$ cat config.mk
export PLATFORM = sky130hd
export DESIGN_NAME = instr_decode_ctrl
export DESIGN_NICKNAME = d
export VERILOG_FILES = /design/src/rtl/instr_decode_ctrl.sv
export SDC_FILE = /design/constraint.sdc
export NUM_CORES = 1
export LEC_CHECK = 0
export ABC_AREA = 1
export ABC_CLOCK_PERIOD_IN_PS = 1800
export CAP_MARGIN = 20
export CORE_ASPECT_RATIO = 0.5
export CORE_MARGIN = 2
export CORE_UTILIZATION = 40
export DETAILED_ROUTE_END_ITERATION = 10
export GPL_TIMING_DRIVEN = 0
export PLACE_DENSITY = 0.87
export SYNTH_ARGS = -nofsm -noshare
export SYNTH_HDL_FRONTEND = slang
export SYNTH_SLANG_ARGS = --single-unit
$ cat constraint.sdc
create_clock -name clk -period 1.8 [get_ports clk]
set_input_delay 0.18 -clock clk [delete_from_list [all_inputs] [get_ports clk]]
set_output_delay 0.18 -clock clk [all_outputs]
set_load 0.005 [all_outputs]
$ cat src/rtl/instr_decode_ctrl.sv
// -----------------------------------------------------------------------------
// instr_decode_ctrl
//
// Multi-cycle decode/sequence stage in front of the datapath. It accepts one
// RV32 R-type instruction per valid/ready handshake and decodes it into
// register indices and an ALU opcode. The FSM then holds those fields steady
// while the datapath executes, and pulses the register-file write enable for
// exactly one cycle in write-back.
//
// Sequence: IDLE -> DECODE -> EXEC (1 cycle, or DIV_CYCLES for DIV) -> WB -> IDLE
// An unsupported instruction goes DECODE -> IDLE, raises `illegal` for one
// cycle and never writes.
//
// Parameters
//   DIV_CYCLES     number of EXEC cycles spent on a DIV (>= 1)
//
// Ports
//   clk            clock, all state changes on the rising edge
//   reset          synchronous, active-high reset; aborts any instruction
//   instr_valid    upstream presents a word on `instr`
//   instr          32-bit RV32 instruction word
//   instr_ready    high in IDLE while reset is low (combinational)
//   zero_flag      datapath zero flag, sampled at the end of WB
//   rs1, rs2       source register indices, valid from DECODE onward
//   rw             destination register index, updated on entry to WB
//   operation      ALU opcode (ADD/SUB/AND/OR/DIV macro values, 0 if illegal)
//   write          register-file write enable, one-cycle pulse in WB
//   busy           high in any state other than IDLE (combinational)
//   illegal        one-cycle pulse in DECODE for a rejected instruction
//   retired        one-cycle pulse in WB
//   zero_q         zero_flag captured at the end of the last WB
//
// Optional feature (macro DECODE_PERF_CNT_EN)
//   retire_count   16-bit wrapping count of `retired` pulses
//   illegal_count  16-bit wrapping count of `illegal` pulses
//   When the macro is undefined these ports and counters do not exist.
// -----------------------------------------------------------------------------

// ALU opcode values shared with the datapath. Normally supplied by the
// project-wide constants file; the guarded defaults keep this file standalone.
`ifndef ADD
`define ADD 7'h01
`endif
`ifndef SUB
`define SUB 7'h02
`endif
`ifndef AND
`define AND 7'h03
`endif
`ifndef OR
`define OR  7'h04
`endif
`ifndef DIV
`define DIV 7'h05
`endif

module instr_decode_ctrl #(
  parameter int DIV_CYCLES = 4
) (
  input  logic        clk,
  input  logic        reset,
  input  logic        instr_valid,
  input  logic [31:0] instr,
  output logic        instr_ready,
  input  logic        zero_flag,
  output logic [4:0]  rs1,
  output logic [4:0]  rs2,
  output logic [4:0]  rw,
  output logic [6:0]  operation,
  output logic        write,
  output logic        busy,
  output logic        illegal,
  output logic        retired,
  output logic        zero_q
`ifdef DECODE_PERF_CNT_EN
  ,
  output logic [15:0] retire_count,
  output logic [15:0] illegal_count
`endif
);

  // ---------------------------------------------------------------------------
  // Constants
  // ---------------------------------------------------------------------------
  localparam logic [1:0] S_IDLE   = 2'd0;
  localparam logic [1:0] S_DECODE = 2'd1;
  localparam logic [1:0] S_EXEC   = 2'd2;
  localparam logic [1:0] S_WB     = 2'd3;

  localparam logic [6:0] OPCODE_OP = 7'b0110011;

  // {funct7, funct3} keys of the supported R-type operations.
  localparam logic [9:0] FN_ADD = {7'b0000000, 3'b000};
  localparam logic [9:0] FN_SUB = {7'b0100000, 3'b000};
  localparam logic [9:0] FN_AND = {7'b0000000, 3'b111};
  localparam logic [9:0] FN_OR  = {7'b0000000, 3'b110};
  localparam logic [9:0] FN_DIV = {7'b0000001, 3'b100};

  // Wide enough to hold DIV_CYCLES itself.
  localparam int               CNT_W    = $clog2(DIV_CYCLES + 1);
  localparam logic [CNT_W-1:0] CNT_ONE  = CNT_W'(1);
  localparam logic [CNT_W-1:0] CNT_DIV  = CNT_W'(DIV_CYCLES);

  // ---------------------------------------------------------------------------
  // State
  // ---------------------------------------------------------------------------
  logic [1:0]       state;
  logic [CNT_W-1:0] cnt;
  logic [4:0]       rw_pending;   // destination index held until WB

  logic             handshake;
  logic             dec_legal;
  logic [6:0]       dec_op;

  // ---------------------------------------------------------------------------
  // Handshake and state-derived outputs
  // ---------------------------------------------------------------------------
  // Gating with reset keeps upstream from seeing a transfer on an edge where
  // the FSM is being forced back to IDLE anyway.
  assign instr_ready = (state == S_IDLE) && !reset;
  assign busy        = (state != S_IDLE);
  assign handshake   = instr_valid && instr_ready;

  // ---------------------------------------------------------------------------
  // Instruction decode (from the word presented at the handshake)
  // ---------------------------------------------------------------------------
  // NOTE: every variable written here gets a default first, so no path leaves
  // it unassigned and no latch is inferred.
  always_comb begin
    dec_legal = 1'b0;
    dec_op    = 7'd0;
    if (instr[6:0] == OPCODE_OP) begin
      case ({instr[31:25], instr[14:12]})
        FN_ADD: begin dec_legal = 1'b1; dec_op = `ADD; end
        FN_SUB: begin dec_legal = 1'b1; dec_op = `SUB; end
        FN_AND: begin dec_legal = 1'b1; dec_op = `AND; end
        FN_OR:  begin dec_legal = 1'b1; dec_op = `OR;  end
        FN_DIV: begin dec_legal = 1'b1; dec_op = `DIV; end
        default: begin
          dec_legal = 1'b0;
          dec_op    = 7'd0;
        end
      endcase
    end
  end

  // ---------------------------------------------------------------------------
  // Pending destination register
  // ---------------------------------------------------------------------------
  // NOTE: pure data holding register with no reset: it is only consumed after
  // a handshake has loaded it, so its power-up value never reaches an output.
  always_ff @(posedge clk) begin
    if (handshake) begin
      rw_pending <= instr[11:7];
    end
  end

  // ---------------------------------------------------------------------------
  // Sequencer FSM and registered outputs
  // ---------------------------------------------------------------------------
  // NOTE: sequential state uses non-blocking assignments only, so every
  // register samples pre-edge values regardless of statement order.
  always_ff @(posedge clk) begin
    if (reset) begin
      state     <= S_IDLE;
      cnt       <= '0;
      rs1       <= 5'd0;
      rs2       <= 5'd0;
      rw        <= 5'd0;
      operation <= 7'd0;
      write     <= 1'b0;
      illegal   <= 1'b0;
      retired   <= 1'b0;
      zero_q    <= 1'b0;
    end else begin
      // Pulses default low; the arms below raise them for a single cycle.
      write   <= 1'b0;
      illegal <= 1'b0;
      retired <= 1'b0;

      case (state)
        S_IDLE: begin
          if (handshake) begin
            state     <= S_DECODE;
            // Sources and opcode become visible in the DECODE cycle and then
            // stay put until the next accepted instruction.
            rs1       <= instr[19:15];
            rs2       <= instr[24:20];
            operation <= dec_op;
            illegal   <= !dec_legal;
          end
        end

        S_DECODE: begin
          // `illegal` is high exactly during DECODE of a rejected word.
          if (illegal) begin
            state <= S_IDLE;
          end else begin
            state <= S_EXEC;
            cnt   <= (operation == `DIV) ? CNT_DIV : CNT_ONE;
          end
        end

        S_EXEC: begin
          // The `<=` compare also covers a zero count, so the counter can
          // never wrap below zero.
          if (cnt <= CNT_ONE) begin
            state   <= S_WB;
            cnt     <= '0;
            rw      <= rw_pending;
            write   <= (rw_pending != 5'd0);  // x0 is hard-wired, never written
            retired <= 1'b1;
          end else begin
            cnt <= cnt - CNT_ONE;
          end
        end

        S_WB: begin
          // The datapath result settles during WB; capture its flag as we leave.
          state  <= S_IDLE;
          zero_q <= zero_flag;
        end

        default: begin
          state <= S_IDLE;
        end
      endcase
    end
  end

`ifdef DECODE_PERF_CNT_EN
  // ---------------------------------------------------------------------------
  // Performance counters: one count per observed pulse, free-running wrap.
  // ---------------------------------------------------------------------------
  always_ff @(posedge clk) begin
    if (reset) begin
      retire_count  <= 16'd0;
      illegal_count <= 16'd0;
    end else begin
      if (retired) begin
        retire_count <= retire_count + 16'd1;
      end
      if (illegal) begin
        illegal_count <= illegal_count + 16'd1;
      end
    end
  end
`endif

endmodule

After elaboration in Yosys (flattened, before gate mapping)
Cells that the tools add are included.
{"block": "word_totals", "register_bits": 36, "elab_cells": 59}
{"block": "classes", "add_sub_neg": 1, "order_cmp": 1, "n_eq_ne": 12, "muxes": 13, "n_bitwise": 4, "reduce_logical": 17}
{"op": "10-bit by 3-bit == test with 1-bit output (second input constant)", "count": 2}
{"op": "3-bit case mux with 5 select lines", "count": 1}
{"op": "3-bit two-way mux", "count": 4}
{"op": "10-bit by 4-bit == test with 1-bit output (second input constant)", "count": 1}
{"op": "10-bit by 9-bit == test with 1-bit output (second input constant)", "count": 1}
{"op": "10-bit zero test", "count": 1}
{"op": "2-bit case mux with 4 select lines", "count": 1}
{"op": "2-bit AND reduction", "count": 4}
{"op": "7-bit by 3-bit == test with 1-bit output (second input constant)", "count": 1}
{"op": "7-bit by 6-bit == test with 1-bit output (second input constant)", "count": 1}
{"op": "2-bit two-way mux", "count": 3}
{"op": "2-bit != test (second input constant)", "count": 3}
{"op": "3-bit case mux with 2 select lines", "count": 1}
{"op": "3-bit OR reduction", "count": 2}
{"op": "5-bit nonzero test", "count": 1}
{"op": "5-bit OR reduction", "count": 1}
{"op": "2-bit == test (second input constant)", "count": 2}
{"op": "1-bit NOT", "count": 4}
{"op": "2-bit nonzero test", "count": 2}
{"op": "3-bit by 1-bit less-or-equal comparator with 1-bit output (second input constant)", "count": 1}
{"op": "1-bit two-way mux", "count": 3}
{"op": "3-bit by 1-bit subtractor with 3-bit output (second input constant)", "count": 1}
{"op": "2-bit by 1-bit == test with 1-bit output (second input constant)", "count": 1}
{"op": "1-bit logical AND", "count": 2}
{"op": "other kinds (3)", "count": 4}

Longest topological paths before layout
Gate-level depths: netlist (run 1).
{"block": "depth", "depth_word": 5, "depth_mapped": 8, "ltp_nobuf": 8}

Worst setup path before layout (run 1)
Ideal clock, no wire load.
{"block": "synth_timing", "kind": "reg-to-reg", "startpoint": "register cnt[1]", "endpoint": "register write", "setup_ns": 0.126, "t_arrival_ns": 1.145, "t_required_ns": 1.674, "slack_ns": 0.529, "path_stages_with_launch": 9, "n_path_buf": 0, "period_less_slack_ns": 1.271, "path_cell_list": "dfxtp_1 inv_1 ha_1 o21bai_1 nand2_1 nor2_8 inv_2 nor2_4 a21boi_2"}
{"block": "synth_between", "elab_chain_cells": 3}
{"element": "start: declaration", "line_no": "108", "text": "logic [CNT_W-1:0] cnt;"}
{"element": "start signal: assignment", "line_no": "200", "text": "cnt <= (operation == `DIV) ? CNT_DIV : CNT_ONE;"}
{"element": "start signal: assignment", "line_no": "214", "text": "cnt <= cnt - CNT_ONE;"}
{"element": "3-bit by 1-bit less-or-equal comparator with 1-bit output", "line_no": "207", "text": "if (cnt <= CNT_ONE) begin"}
{"element": "1-bit NOT (no line)"}
{"element": "3-bit OR reduction (no line)"}
{"element": "end signal: assignment", "line_no": "211", "text": "write <= (rw_pending != 5'd0);"}
{"element": "end: declaration", "line_no": "70", "text": "output logic write,"}
No other way between the ends.
A chain may end at the register's enable or synchronous reset.

Worst setup path in the final report (run 1)
{"block": "layout_timing", "startpoint": "register state[0]", "endpoint": "output port instr_ready"}
{"block": "layout_between", "elab_chain_cells": 2}
{"element": "start: declaration", "line_no": "107", "text": "logic [1:0] state;"}
{"element": "start signal: assignment", "line_no": "165", "text": "state <= S_IDLE;"}
{"element": "start signal: assignment", "line_no": "184", "text": "state <= S_DECODE;"}
{"element": "start signal: assignment", "line_no": "197", "text": "state <= S_IDLE;"}
{"element": "2-bit zero test", "line_no": "120", "text": "assign instr_ready = (state == S_IDLE) && !reset;"}
{"element": "1-bit logical AND", "line_no": "120"}
{"element": "end: declaration", "line_no": "64", "text": "output logic instr_ready,"}
No other way between the ends.

==> results.tsv, run 1 <==
stage	metric	value	unit
run_status	outcome	completed	
clocking	CTS Buffer Depth	2	
clocking	# Post-CTS Setup Buffers	0	
sta	final critical-path required period	1.67	ns
clocking	number of hold buffers added after CTS	0	
cells_and_area	commonest non-fill, non-tap cell in the layout	clkdlybuf4s50_1	
critical_path	crit path to	instr_ready	
yosys	Yosys cell types	27	
floorplanning	FP Rows	15	
sta	endpoints failing hold	0	
route	drt first pass iters	4	
yosys	Synth area leader	dfxtp_1	
global_routing	wire length of the first global-routing pass	5.51	mm
min_path	Hold/Removal Path Class	input port to flip-flop	
yosys	Yosys Warn Count	0	
route	First DRT Iteration DRCs	42	
critical_path	R2R Path End	cnt[2]$_SDFFE_PP0P_	
cells_and_area	Sequential Area	691	µm²
clocking	H-tree Lvls	2	
sta	unrepaired setup endpoints after global routing	no	
critical_path	crit start category	flip-flop	
yosys	top cells by area, synth	dfxtp_1 38%, nand2_1 11%, edfxtp_1 10%	
route	Detail Route Antenna Nets	0	
yosys	Synth Instances	180	
floorplanning	DIE HEIGHT	46.3	µm
yosys	Top FF cell, synth	dfxtp_1	
critical_path	Worst EP arrival	1.49	ns
route	vias per inst	4.54	
floorplanning	Die Area	4100	µm²
route	wire length per cell	11.4	µm
cells_and_area	utilization of the core after routing	64.3	%
floorplanning	IO Pins	64	
yosys	synthesized flop and latch total	32	
critical_path	CP max FO	6	
power_and_ir_drop	pwr/cell area	864	nW/µm²
yosys	post-synthesis sequential area ratio	48.3	%
clocking	Clk pin slew, worst setup/hold paths	0.07	ns
power_and_ir_drop	leak pwr	0.949	nW
clocking	clock root cell	clkbuf_8	
cells_and_area	Area growth syn-to-layout	54.3	%
sta	maximum clock frequency	0.598	GHz
cells_and_area	final instance area	2210	µm²
global_routing	GRT Overall Usage	18.0	%
clocking	CTS tree	built	
clocking	Post-CTS Resized	0	
placement	Post-DP HPWL	2.65	mm
critical_path	Worst Path Required	1.62	ns
critical_path	reg2reg start	cnt[1]$_SDFFE_PP0P_	
cells_and_area	most frequent cells in the layout	59 x clkdlybuf4s50_1, 43 x nand2_1, 27 x dfxtp_1	
clocking	number of buffers created by CTS	5	
yosys	Synth top area share	37.8	%
yosys	Post-synth ARST share	0	%
critical_path	CP endpoint kind	primary output	
critical_path	R2R Setup Slk	0.38	ns
sta	skew final	0.00578	ns
global_routing	initial antenna violation count	0	
route	drt drc	0	
critical_path	crit path launch	state[0]$_SDFFE_PP0P_	
clocking	Clock Latency Late Sink	0.29	ns
floorplanning	chip width	88.6	µm
route	routed wire length	3.43	mm
run	Max-Cap Viols	0	
cells_and_area	layout cells sized above 1	11.6	%
sta	fin. max-slew vios	0	
yosys	Post-synth EDFFs	5	
cells_and_area	nets	287	
power_and_ir_drop	maximum vdd drop	441	µV
global_routing	gr ovfl total	0	
global_routing	vias in the first global route	1284	
sta	# setup viols final	0	
clocking	Num Clock Sinks	32	
floorplanning	Initial Utilization	41.7	%
placement	DP Area	2100	µm²
critical_path	Setup CP Type	flip-flop to primary output	
yosys	Synth Area per Inst	7.95	µm²
placement	routability cong.	0.738	
cells_and_area	multi-input logic area	618	µm²
placement	Port-buffer cells	59	
critical_path	worst reg2reg path depth	8	
cells_and_area	# diodes	0	
cells_and_area	Filler Cell Count	273	
sta	hold_ws	0.435	ns
route	via count	1367	
cells_and_area	Final Non-Filler Cells	301	
global_routing	largest net degree at the start of global routing	15	
floorplanning	core region area	3430	µm²
sta	setup TNS	0	ns
placement	placed cells	293	
yosys	post-synthesis cell area	1430	µm²
sta	Tcrit/Tclk final	92.9	%
-- flip-flops by register name, summed over array words and instances, names as in the netlist, named ones only --
name	flops
retired	1
write	1
operation	3
rs2	5
rw_pending	5
rw	5
zero_q	1
illegal	1
cnt	3
state	1
rs1	5
-- through the flow --
step / total power [mW] / setup slack, ns
finish: 1.91 / 0.127
global route: 1.98 / 0.0773
CTS: 1.92 / 0.122
detailed placement: 1.24 / 0.142
global placement: 1.23 / 0.227
floorplan: 1.03 / 0.529
-- cells in the mapped netlist, types with 3 or more instances --
cell,number
nand2_1,43
nand4_1,3
o21ai_0,8
inv_2,5
nor2_4,3
a21oi_1,7
nor2_1,23
dfxtp_1,27
edfxtp_1,5
buf_4,5
nand3_1,17
inv_1,15
-- worst max-delay path: stages, from the launching register on --
cell and delay, ns:
dfxtp_1 0.39, nor2_2 0.12, inv_2 0.06, nor2_4 0.12, clkdlybuf4s50_1 0.52
-- worst min-delay path by stage --
stage / startpoint / to / cells after the start
2_1_floorplan: instr[7] / rw_pending[0]$_DFFE_PN_ / 0
4_1_cts: instr[24] / rs2[4]$_SDFFE_PP0N_ / 3
5_1_grt: instr[24] / rs2[4]$_SDFFE_PP0N_ / 3
3_5_place_dp: zero_q$_SDFFE_PP0N_ / zero_q$_SDFFE_PP0N_ / 2
6_report: instr[24] / rs2[4]$_SDFFE_PP0N_ / 3
3_3_place_gp: zero_q$_SDFFE_PP0N_ / zero_q$_SDFFE_PP0N_ / 2
-- final cells by class --
| cell class | count | share of cell area [%] |
|---|---|---|
| Inverter | 20 | 3.40 |
| Buffer | 8 | 2.66 |
| Clock buffer | 5 | 3.12 |
| Timing Repair Buffer | 59 | 26.7 |
| Multi-Input combinational cell | 123 | 28.0 |
| Clock inverter | 3 | 1.93 |
| Tap cell | 51 | 2.89 |
| Sequential cell | 32 | 31.3 |
-- metal layers --
| metal | share of wire (%) | vias up | GRT usage (%) |
|---|---|---|---|
| li1 | - | 706 | - |
| met1 | 42 | 624 | 20.2 |
| met2 | 53 | 33 | 32.6 |
| met3 | 4.1 | 4 | 4.84 |
| met4 | 1.5 | 0 | 8.79 |
| met5 | 0 | - | 0 |
-- where the power goes --
part / leakage, nW / internal, mW / switching (mW)
Clock: 0.0541 / 0.409 / 0.268
Combinational: 0.627 / 0.221 / 0.177
Sequential: 0.267 / 0.789 / 0.0436
-- cell families (layout without fill, tap and decap cells) --
group / after synthesis / after routing / share of synthesized area [%]
AOI/OAI and AO/OA: 20 / 20 / 8.04
xor gates and xnor gates: 1 / 1 / 0.612
and+or+nand+nor: 96 / 96 / 31.7
adders and majority gates: 2 / 2 / 1.75
other: 1 / 4 / 0.262
DFF: 32 / 32 / 48.3
buffers and inverters: 28 / 95 / 9.35
(Power assumes the default switching activity.)
==> inputs of run 2 (changes only) <==
- REMOVE_ABC_BUFFERS: default -> 1
==> run 2 against run 1 <==
  * Flip-flop and latch count unchanged
  * Sequential power about the same
  * Clock skew down 0.0033 ns
  * Final cell count down 2.7%
  * Combinational power down 4%
  * Largest power group unchanged
  * First-iteration DRC count up 19%
  * Non-clock buffer count down 8
  * Fmax up 1.1%
==> results.tsv, run 2 (synthesis gave the netlist of run 1 again) <==
stage	metric	value	unit	change
run_status	outcome	completed		
cells_and_area	Final Non-Filler Cells	293		-2.7%
sta	Slew HR	64.4	%	
power_and_ir_drop	maximum vdd drop	380	µV	-14%
floorplanning	chip width	88.6	µm	unchanged
critical_path	CP max FO	6		unchanged
global_routing	largest net degree at the start of global routing	17		+2
route	drt first pass iters	4		unchanged
floorplanning	Initial Utilization	41.7	%	unchanged
run	Max-Cap Viols	0		unchanged
route	via count	1409		+3.1%
floorplanning	core region area	3430	µm²	unchanged
clocking	Clock Latency Late Sink	0.30	ns	about the same
cells_and_area	nets	279		-2.8%
clocking	Num Clock Sinks	32		unchanged
sta	slew of the pin with the lowest slew margin	0.533	ns	
sta	setup TNS	0	ns	unchanged
floorplanning	FP Rows	15		unchanged
cells_and_area	layout cells sized above 1	8.68	%	-2.9 points
cells_and_area	Area growth syn-to-layout	50.3	%	
clocking	Clk pin slew, worst setup/hold paths	0.07	ns	about the same
cells_and_area	most frequent cells in the layout	58 x clkdlybuf4s50_1, 43 x nand2_1, 27 x dfxtp_1		
sta	maximum clock frequency	0.604	GHz	+1.1%
placement	placed cells	285		-2.7%
placement	Port-buffer cells	59		unchanged
cells_and_area	utilization of the core after routing	62.7	%	-1.6 points
critical_path	Worst Path Required	1.62	ns	about the same
route	drt drc	0		unchanged
sta	unrepaired setup endpoints after global routing	no		
sta	Tcrit/Tclk final	91.9	%	-1.0 points
clocking	number of buffers created by CTS	5		unchanged
sta	fin. max-slew vios	0		unchanged
route	Detail Route Antenna Nets	0		unchanged
clocking	CTS tree	built		
route	routed wire length	3.71	mm	+8.3%
floorplanning	Die Area	4100	µm²	unchanged
clocking	number of hold buffers added after CTS	0		unchanged
placement	Post-DP HPWL	2.66	mm	+0.36%
min_path	Hold/Removal Path Class	input port to flip-flop		
sta	endpoints failing hold	0		unchanged
global_routing	initial antenna violation count	0		unchanged
clocking	CTS Buffer Depth	2		unchanged
route	wire length per cell	12.7	µm	+11%
global_routing	vias in the first global route	1354		+5.5%
critical_path	CP endpoint kind	primary output		
placement	routability cong.	0.807		+9.4%
global_routing	gr ovfl total	0		unchanged
critical_path	Worst EP arrival	1.47	ns	-0.02 ns
cells_and_area	commonest non-fill, non-tap cell in the layout	clkdlybuf4s50_1		
critical_path	crit start category	flip-flop		
critical_path	Setup CP Type	flip-flop to primary output		
power_and_ir_drop	leak pwr	0.917	nW	-3.3%
global_routing	GRT Overall Usage	19.0	%	+1.0 points
clocking	# Post-CTS Setup Buffers	0		unchanged
route	vias per inst	4.81		+5.9%
floorplanning	DIE HEIGHT	46.3	µm	unchanged
global_routing	wire length of the first global-routing pass	5.81	mm	+5.5%
sta	final critical-path required period	1.65	ns	-0.0185 ns
cells_and_area	# diodes	0		unchanged
power_and_ir_drop	pwr/cell area	888	nW/µm²	+2.8%
clocking	H-tree Lvls	2		unchanged
sta	# setup viols final	0		unchanged
sta	skew final	0.00252	ns	-0.00325 ns
floorplanning	IO Pins	64		unchanged
route	First DRT Iteration DRCs	50		+19%
clocking	clock root cell	clkbuf_8		
clocking	Post-CTS Resized	0		unchanged
run 2: cell count changes in the layout (fill, tap and decap cells not counted), sizes merged:
cell / change
buf: -8
clkdlybuf4s50: -1
dlymetal6s2s: +1
run 2: final timing paths:
kind                                             from                   to  slack (ns)  cells after the start
worst max-delay path            state[0]$_SDFFE_PP0P_          instr_ready        0.15                      4
worst min-delay path                            reset  cnt[1]$_SDFFE_PP0P_        0.36                      2
worst max register to register    cnt[1]$_SDFFE_PP0P_  cnt[2]$_SDFFE_PP0P_        0.37                      8
worst min register to register    zero_q$_SDFFE_PP0N_  zero_q$_SDFFE_PP0N_        0.47                      2
run 2: metrics by stage:
stage	total power, mW	worst slack (ns)	cell area, µm²	hold slack [ns]
floorplan	1.01	0.534	1380	0.248
global placement	1.21	-0.0306	2040	0.445
detailed placement	1.23	-0.0497	2040	0.462
CTS	1.92	0.000940	2150	0.419
global route	1.99	0.0785	2150	0.383
finish	1.91	0.146	2150	0.357
run 2: routing by layer:
| layer | vias to the layer above | track usage, % | part of all wire, % |
|---|---|---|---|
| li1 | 693 | - | - |
| met2 | 41 | 36.1 | 54 |
| met3 | 14 | 4.48 | 3.3 |
| met5 | - | 0 | 0 |
| met4 | 0 | 11.8 | 3.3 |
| met1 | 661 | 19.7 | 39 |
run 2: power breakdown:
group | total [mW] | internal, mW | switching, mW
combinational | 0.384 | 0.209 | 0.175
clock | 0.694 | 0.409 | 0.285
sequential | 0.833 | 0.789 | 0.0438
total | 1.91 | 1.41 | 0.504
run 2: final cells by class:
| type | instances | area (µm²) |
|---|---|---|
| Tap cell | 51 | 63.8 |
| Timing Repair Buffer | 59 | 593 |
| Fill cell | 260 | 1280 |
| Multi-Input combinational cell | 123 | 618 |
| Inverter | 20 | 75.1 |
| Clock inverter | 3 | 42.5 |
| Sequential cell | 32 | 691 |
| Clock buffer | 5 | 68.8 |
run 2: critical path, stage by stage, from the launching register on:
cell	delay (ns)
dfxtp_1	0.38
nor2_2	0.12
inv_2	0.06
nor2_4	0.11
clkdlybuf4s50_1	0.51
==> inputs of run 3 (changes only) <==
- SKIP_LAST_GASP: default -> 1
==> results of run 3 <==
Same layout as run 2: the final DEF is identical, and so are final timing and power.
